## src/rtl/if_prefetch_queue.sv

```systemverilog
// if_prefetch_queue: in-order instruction prefetch queue between imem and IF/ID with redirect discard.
// Optional PFQ_BYPASS_EN forwards a response straight to the output when the queue is empty.
module if_prefetch_queue #(
  parameter int          DEPTH    = 4,
  parameter logic [31:0] RESET_PC = 32'h0000_0000
) (
  input  logic        clk,
  input  logic        rst,
  output logic        imem_req,
  output logic [31:0] imem_addr,
  input  logic        imem_valid,
  input  logic [31:0] imem_rdata,
  output logic        out_valid,
  output logic [31:0] out_inst,
  output logic [31:0] out_pc,
  input  logic        out_ready,
  input  logic        redirect,
  input  logic [31:0] redirect_pc
);
  localparam int AW = $clog2(DEPTH);
  localparam int CW = AW + 1;
  typedef enum logic {FETCH, DRAIN} state_t;
  state_t state_q, state_d;
  logic [31:0] fetch_pc_q, fetch_pc_d, resp_pc_q, resp_pc_d, target;
  logic [CW-1:0] count_q, count_d, outst_q, outst_d, discard_q, discard_d;
  logic [AW-1:0] rd_ptr_q, rd_ptr_d, wr_ptr_q, wr_ptr_d;
  logic [CW:0] inflight;
  logic [31:0] inst_mem [DEPTH];
  logic [31:0] pc_mem [DEPTH];
  logic resp, drop, accept, stored, byp, push, pop;
  always_comb begin
    inflight  = {1'b0, count_q} + {1'b0, outst_q};
    imem_req  = rst && state_q == FETCH && !redirect && inflight < (CW+1)'(DEPTH);
    imem_addr = fetch_pc_q;
    target    = redirect_pc & ~32'h3;
    // responses with nothing outstanding are protocol violations and ignored
    resp      = imem_valid && outst_q != '0;
    drop      = resp && discard_q != '0;
    accept    = resp && discard_q == '0;
    stored    = count_q != '0;
`ifdef PFQ_BYPASS_EN
    byp       = accept && !stored && !redirect;
`else
    byp       = 1'b0;
`endif
    out_valid = stored || byp;
    out_inst  = stored ? inst_mem[rd_ptr_q] : byp ? imem_rdata : '0;
    out_pc    = stored ? pc_mem[rd_ptr_q] : byp ? resp_pc_q + 32'd4 : '0;
    push      = accept && !redirect && !(byp && out_ready);
    pop       = stored && out_ready && !redirect;
    // the response landing in the redirect cycle is already stale, so it leaves discard too
    fetch_pc_d = redirect ? target : fetch_pc_q + (imem_req ? 32'd4 : 32'd0);
    resp_pc_d  = redirect ? target : resp_pc_q + (accept ? 32'd4 : 32'd0);
    count_d    = redirect ? '0 : count_q + CW'(push) - CW'(pop);
    rd_ptr_d   = redirect ? '0 : rd_ptr_q + AW'(pop);
    wr_ptr_d   = redirect ? '0 : wr_ptr_q + AW'(push);
    outst_d    = outst_q + CW'(imem_req) - CW'(resp);
    discard_d  = redirect ? outst_q - CW'(resp) : discard_q - CW'(drop);
    state_d    = discard_d != '0 ? DRAIN : FETCH;
  end
  always_ff @(posedge clk or negedge rst) begin
    if (!rst) begin
      state_q    <= FETCH;
      fetch_pc_q <= RESET_PC;
      resp_pc_q  <= RESET_PC;
      count_q    <= '0;
      outst_q    <= '0;
      discard_q  <= '0;
      rd_ptr_q   <= '0;
      wr_ptr_q   <= '0;
    end else begin
      state_q    <= state_d;
      fetch_pc_q <= fetch_pc_d;
      resp_pc_q  <= resp_pc_d;
      count_q    <= count_d;
      outst_q    <= outst_d;
      discard_q  <= discard_d;
      rd_ptr_q   <= rd_ptr_d;
      wr_ptr_q   <= wr_ptr_d;
    end
  end
  always_ff @(posedge clk) begin
    if (push) begin
      inst_mem[wr_ptr_q] <= imem_rdata;
      pc_mem[wr_ptr_q]   <= resp_pc_q + 32'd4;
    end
  end
endmodule

```

## config.mk

```make
export PLATFORM = sky130hd
export DESIGN_NAME = if_prefetch_queue
export DESIGN_NICKNAME = d
export VERILOG_FILES = /design/src/rtl/if_prefetch_queue.sv
export SDC_FILE = /design/constraint.sdc
export NUM_CORES = 1
export LEC_CHECK = 0
export ABC_AREA = 1
export CORE_UTILIZATION = 30
export DETAILED_ROUTE_END_ITERATION = 8
export PLACE_DENSITY = 0.46
export REMOVE_ABC_BUFFERS = 1
export SYNTH_ARGS = -nofsm -noshare
export SYNTH_HDL_FRONTEND = slang
export SYNTH_SLANG_ARGS = --single-unit
export TNS_END_PERCENT = 50
```

## constraint.sdc

```tcl
create_clock -name clk -period 7.74 [get_ports clk]
set_input_delay 1.548 -clock clk [delete_from_list [all_inputs] [get_ports clk]]
set_output_delay 1.548 -clock clk [all_outputs]
set_load 0.01 [all_outputs]
```

* After elaboration in Yosys (flattened, before gate mapping)
Memories as Yosys holds them, arrays and structs flattened. Cells that the tools add are included.
Word-level totals: register bits 78, bits in latches 0, RAM bits 256, ROM bits 0, input bits 69, memories 2
Memory list:
- inst_mem | words 4, width 32, rd ports 1, clocked after memory_dff 0, wr ports 1, line 28 | logic [31:0] inst_mem [DEPTH];
- pc_mem | words 4, width 32, rd ports 1, clocked after memory_dff 0, wr ports 1, line 29 | logic [31:0] pc_mem [DEPTH];
Cells by class: $add $sub $neg 12, $mul 0, div/mod/pow operators 0, $lt $le $gt $ge 1, equal/unequal tests 0, shift-type cells 0, muxes and demuxes 13, bitwise gates (word level) 1, reductions and logical operators 15
Operators with widths (count):
- $mux 32 | 4
- $add 32x3->32 | 2
- $add 32x3->32 const B | 1
- $mux 3 | 4
- $reduce_bool 3->1 | 4
- $sub 3x1->3 | 4
- $logic_and 1x1->1 | 9
- $add 3x1->3 | 2
- $add 2x1->2 | 2
- $add 3x3->4 | 1
- $lt 4x3->1 const B | 1
- $mux 2 | 2
- $logic_not 3->1 | 1
- $mux 1 | 3
- $logic_not 1->1 | 1
- $not 1->1 | 1

* Depth between registers and ports, before layout
Gate-level depths: netlist of the first run.
depth in word-level cells 7, depth in mapped cells 14

* Worst setup path before layout of the first run
No wires, ideal clock.
kind input port to flip-flop, start point input port imem_valid, end point memory inst_mem[0][0], enable pin, library setup time 558 ps, data arrival time 6287 ps, data required time 7182 ps, path slack 894 ps, stages 3, buffers on the path 0, cell sequence a21boi_0 > nand3_1 > nor3_1
Between the ends: cells in the longest elaborated chain, start to end 5
RTL lines:
- from (decl) | line 11 | input logic imem_valid,
- $logic_and 1x1->1 | line 37 | resp = imem_valid && outst_q != '0;
- $logic_and 1x1->1 | line 39 | accept = resp && discard_q == '0;
- $logic_and 1x1->1 | line 49 | push = accept && !redirect && !(byp && out_ready);
- $mux 1 | line 83 | if (push) begin
- $mux 1 (implied by the code) | line 84 | inst_mem[wr_ptr_q] <= imem_rdata;
- to (decl) | line 28
No other way between the ends.

* Worst setup path in the final report of the first run
start point register rd_ptr_q[0], end point output port out_pc[13]
Between the ends: cells in the longest elaborated chain, start to end 2
RTL lines:
- from (decl) | line 26 | logic [AW-1:0] rd_ptr_q, rd_ptr_d, wr_ptr_q, wr_ptr_d;
- from (signal assigned) | line 78 | rd_ptr_q <= rd_ptr_d;
- $mem_v2 4x32
- $mux 32 | line 48 | out_pc = stored ? pc_mem[rd_ptr_q] : byp ? resp_pc_q + 32'd4 : '0;
- to (decl) | line 15 | output logic [31:0] out_pc,
No other way between the ends.

==> impl_metrics.yaml, run 1 <==
status:
  outcome: "finished clean"
logic_synthesis:
  synthTopCellsByArea: "edfxtp_1 (51%), dfrtp_1 (13%), nor2_1 (8.8%)"
  ys_top_cells_by_count: "nor2_1 (343), edfxtp_1 (248), nand2_1 (243), o21ai_0 (150), inv_1 (86)"
  synth_cells: 1464
  ys_warn_count: 0
  synthesis.area_um2: 14600
  synth_top_area_cell: "edfxtp_1"
  synth.yosys.seq_area_share: 0.638
  async_flop_share: 0.230
  synth_edf_count: 248
  ys_types: 37
  yosysTopAreaCellShare: 0.511
  yosysMostFrequentCell: "nor2_1"
  synthFlopType: "edfxtp_1"
  ys_ff_latch: 322
  synth_area_per_cell_um2: 9.96
timing:
  rsz0062_at_grt: "no"
  tightest_slew_ns: 1.09
  setup_tns_ns: 0
  slew_headroom: 0.271
  max_freq_mhz: 183
  final.period_utilization: 0.706
  setup_violations: 0
  fin_ws_ns: 2.27
  slew_viol_final: 0
  finClkSkew_ns: 0.0220
  hold_viol: 0
  whs_ns: 0.540
  period_needed_ns: 5.47
clock_network:
  clkTransAtPathRegs_ns: 0.06
  cts_setup_buffers: 0
  cts_tree: "built"
  cts.htree.levels: 2
  clk_path_buf_depth: 3
  worstSkewPairLatency_ns: 0.55
  cts_buffers: 39
  cts_resized: 0
  root_buffer: "clkbuf_16"
  cts.sinks: 322
  cts_hold_buf: 0
power_and_ir_drop:
  combPwrFrac: 0.219
  switchingPower_mw: 1.42
  power_density_nw_per_um2: 269
  switching_share: 0.293
  vdd_drop_max_v: 0.000187
  sequentialPowerShare: 0.425
  power.total_mw: 4.84
  internal_power_mw: 3.42
  clock_power_share: 0.356
  power_leakage_nw: 6.72
route:
  initialDrtViolationCount: 555
  ant_nets: 0
  via_per_inst: 4.62
  wire_per_inst_um: 17.0
  num_vias: 10452
  wl_mm: 38.4
  drc: 0
  dr.pass1.iters: 5
global_route:
  antenna_found_initial: 0
  grt_max_degree: 73
  grt.overflow.total: 0
  grt_pass1_vias: 10283
  grt_pass1_wl_mm: 59.7
  grtUsageTotal: 0.156
floorplanning:
  fp.dieW_um: 222
  rows: 80
  pin_count: 167
  die_area_um2: 49500
  start_util: 0.305
  die_height_um: 222
  core_um2: 47800
placed_design:
  portBuffers: 160
  gp_congestion: 0.824
  place_ws_ns: 2.70
  place_area_um2: 16800
  place_inst: 2194
  dp_hpwl_mm: 23.0
critical_path:
  cpMaxStageDelayCell: "inv_2"
  cp-end-kind: "output pin"
  crit_family: "buffers and inverters"
  critPathRequiredTime_ns: 6.19
  crit_type: "flip-flop to output pin"
  slowest_delay_ns: 0.89
  arrival_ns: 3.92
  cp_num_buf_inv: 3
  crit_fanout: 67
  crit_chain: "inv_2 -> buf_4 -> o21ai_0 -> a21oi_1 -> clkdlybuf4s50_1"
  startpoint_type: "flip-flop"
final_layout:
  utilization: 0.376
  diodes: 0
  synthToLayoutAreaGrowth_pct: 23.5
  stdcell_count: 2263
  final_nets: 1708
  fillers: 4753
  design_area_um2: 18000
  drive_gt1_frac: 0.0655
worst_hold_path:
  hp-class: "flip-flop to flip-flop"
job:
  drv_cap: 0
## final cells by class
class | instances | area, µm² | area share
Clock buffer | 55 | 1080 | 0.0598
Clock inverter | 14 | 130 | 0.00723
Inverter | 89 | 335 | 0.0186
Multi-Input combinational cell | 993 | 4680 | 0.260
Sequential cell | 322 | 9300 | 0.517
Tap cell | 615 | 769 | 0.0427
Timing Repair Buffer | 175 | 1710 | 0.0948
## cells by family (layout without fill, tap and decap cells)
logic type / count (synthesis) / in the layout / synth area share
adders and majority gates: 19 / 19 / 0.0173
xor gates and xnor gates: 36 / 36 / 0.0216
AOI/OAI and AO/OA: 240 / 240 / 0.0839
DFF: 322 / 322 / 0.638
buffers and inverters: 152 / 333 / 0.0439
other: 1 / 4 / 0.000257
and+or+nand+nor: 694 / 694 / 0.195
## worst paths after layout
kind,slack (ns),start,to,depth (start not counted)
max,2.27,rd_ptr_q[0],out_pc[13],5
min,0.54,outst_q[2],outst_q[2],1
min in group asynchronous,1.00,rst,imem_addr[21],1
max in group asynchronous,5.78,rst,rd_ptr_q[0],2
min reg2reg,0.54,outst_q[2],outst_q[2],1
max reg2reg,4.87,count_q[1],count_q[2],12
## power by group through the flow
stage	registers, mW	clock network (mW)	logic [mW]
finish	2.05	1.72	1.06
global placement	2.09	0	1.08
detailed placement	2.09	0	1.09
global route	2.07	1.85	1.19
floorplan	2.08	0	0.497
CTS	2.06	1.78	1.09
## sequential cells by signal, summed over array words and instances, names as in the netlist
signal	flops
inst_mem	128
pc_mem	120
imem_addr	30
resp_pc_q	30
count_q	3
discard_q	3
outst_q	3
rd_ptr_q	2
wr_ptr_q	2
state_q	1
## layer usage
layer,wire (µm),global-route usage
met5,0,0
met1,18400,0.216
met3,1630,0.0282
met2,17700,0.253
met4,618,0.0374
## cell usage in the layout, fill, tap and decap left out, types with 2 or more instances in the layout
cell             count
a21oi_1             73
and2_1               3
buf_4               16
clkbuf_1            12
clkbuf_16           39
clkbuf_8             4
clkdlybuf4s50_1    158
clkinv_1             4
clkinv_2             7
conb_1               4
dfrtp_1             72
edfxtp_1           248
fa_1                 2
ha_1                17
inv_1               86
inv_2                2
nand2_1            243
nand2_2              6
nand3_1             64
nand4_1              2
nor2_1             342
nor2_2               9
nor2_4               8
nor3_1               3
nor3_2               5
nor4_1               2
o21ai_0            150
o21ai_1              4
o21bai_1             4
o22ai_1              8
xnor2_1              4
xor2_1              32
Power figures use the tool's default switching activity.
==> run 2: changes to the inputs <==
Settings changed: PLACE_DENSITY 0.46 to 0.48.
Clock period 7.74 ns to 5 ns, I/O delays scaled along.
==> impl_metrics.yaml, run 2 (synthesis gave the netlist of run 1 again) <==
global_route:
  grt_pass1_wl_mm: 58.8
  grt_max_degree: 77
  antenna_found_initial: 0
  grt.overflow.total: 0
  grtUsageTotal: 0.154
  grt_pass1_vias: 10143
power_and_ir_drop:
  power_density_nw_per_um2: 413
  switching_share: 0.289
  sequentialPowerShare: 0.426
  vdd_drop_max_v: 0.000183
  internal_power_mw: 5.29
  combPwrFrac: 0.225
  power_leakage_nw: 6.71
  switchingPower_mw: 2.15
  clock_power_share: 0.349
clock_network:
  cts.sinks: 322
  cts_buffers: 37
  worstSkewPairLatency_ns: 0.54
  root_buffer: "clkbuf_16"
  cts_setup_buffers: 0
  cts.htree.levels: 2
  clk_path_buf_depth: 3
  cts_resized: 0
  cts_hold_buf: 0
  clkTransAtPathRegs_ns: 0.06
  cts_tree: "built"
final_layout:
  largest_register: "inst_mem"
  layout_commonest_cell: "nor2_1"
  drive_gt1_frac: 0.0632
  fillers: 4776
  largest_reg_flops: 128
  final_cell_mix: "nor2_1 (342), edfxtp_1 (248), nand2_1 (243)"
  design_area_um2: 18000
  final_nets: 1709
  synthToLayoutAreaGrowth_pct: 23.5
  top_regs: "inst_mem (128), pc_mem (120)"
  diodes: 0
placed_design:
  place_area_um2: 16900
  portBuffers: 160
  dp_hpwl_mm: 23.2
  place_ws_ns: 1.34
  gp_congestion: 0.882
route:
  initialDrtViolationCount: 645
  drc: 0
  wire_per_inst_um: 16.8
  ant_nets: 0
  wl_mm: 38.0
  via_per_inst: 4.59
  dr.pass1.iters: 5
  num_vias: 10382
floorplanning:
  rows: 80
  core_um2: 47800
  die_height_um: 222
  pin_count: 167
  fp.dieW_um: 222
  die_area_um2: 49500
  start_util: 0.305
timing:
  hold_viol: 0
  slew_headroom: 0.388
  finClkSkew_ns: 0.0103
  period_needed_ns: 4.06
  max_freq_mhz: 246
  tightest_slew_ns: 0.918
  final.period_utilization: 0.812
  fin_ws_ns: 0.938
  slew_viol_final: 0
  rsz0062_at_grt: "no"
  setup_tns_ns: 0
  setup_violations: 0
status:
  outcome: "finished clean"
worst_hold_path:
  hp-class: "flip-flop to flip-flop"
critical_path:
  crit_type: "flip-flop to output pin"
  cp-end-kind: "output pin"
  critPathRequiredTime_ns: 4.00
  arrival_ns: 3.06
  crit_fanout: 37
  startpoint_type: "flip-flop"
job:
  drv_cap: 0
[run 2: changes by cell type in the layout (fill, tap and decap cells not counted), moves of 2 or more]
cell | before | now
buf_12 | 0 | 4
clkbuf_8 | 4 | 0
bufinv_16 | 1 | 3
clkinv_1 | 4 | 6
clkinv_2 | 7 | 5
[run 2: per-layer routing]
| layer | global-route usage | up-vias | routed length, µm |
|---|---|---|---|
| li1 | - | 5208 | - |
| met3 | 0.0280 | 64 | 1450 |
| met2 | 0.248 | 230 | 17500 |
| met5 | 0 | - | 0 |
| met1 | 0.211 | 4880 | 18100 |
| met4 | 0.0463 | 0 | 963 |
[run 2: power by group through the flow]
stage,sequential (mW),clock (mW),combinational (mW)
after floorplan,3.23,0,0.769
after detailed placement,3.23,0,1.71
after CTS,3.17,2.69,1.72
after global routing,3.19,2.79,1.86
final,3.17,2.60,1.67
after global placement,3.23,0,1.69
[run 2: layout make-up]
type                            count  area (µm²)  share of cell area
Inverter                           89         335              0.0186
Sequential cell                   322        9300               0.516
Timing Repair Buffer              178        1780              0.0988
Clock inverter                     14         149             0.00826
Tap cell                          615         769              0.0427
Multi-Input combinational cell    993        4680               0.260
Clock buffer                       50         996              0.0553
[run 2: path summary, 6_finish.rpt]
kind,start,end,slack (ns),depth (start not counted)
max,rd_ptr_q[1],out_pc[13],0.94,6
min,wr_ptr_q[1],wr_ptr_q[1],0.55,1
max reg2reg,outst_q[2],resp_pc_q[22],2.36,13
min reg2reg,wr_ptr_q[1],wr_ptr_q[1],0.55,1
max in group asynchronous,rst,rd_ptr_q[0],3.42,3
min in group asynchronous,rst,imem_addr[26],0.60,2
[run 2: worst max-delay path, cell delays in order (launching register included)]
cell             delay [ns]
dfrtp_2                0.37
clkinv_2               0.55
buf_4                  0.51
nor2_1                 0.13
o21ai_0                0.08
a21oi_1                0.26
clkdlybuf4s50_1        0.60
[run 2: metrics by stage]
step                power, mW  utilization  std cells  hold slack, ns
finish                   7.44        0.377       2261           0.554
global route             7.85        0.377       2261           0.600
CTS                      7.58        0.377       2261           0.553
detailed placement       4.94        0.353       2197           0.545
global placement         4.92        0.353       2197           0.531
floorplan                4.00            -       1404           0.484
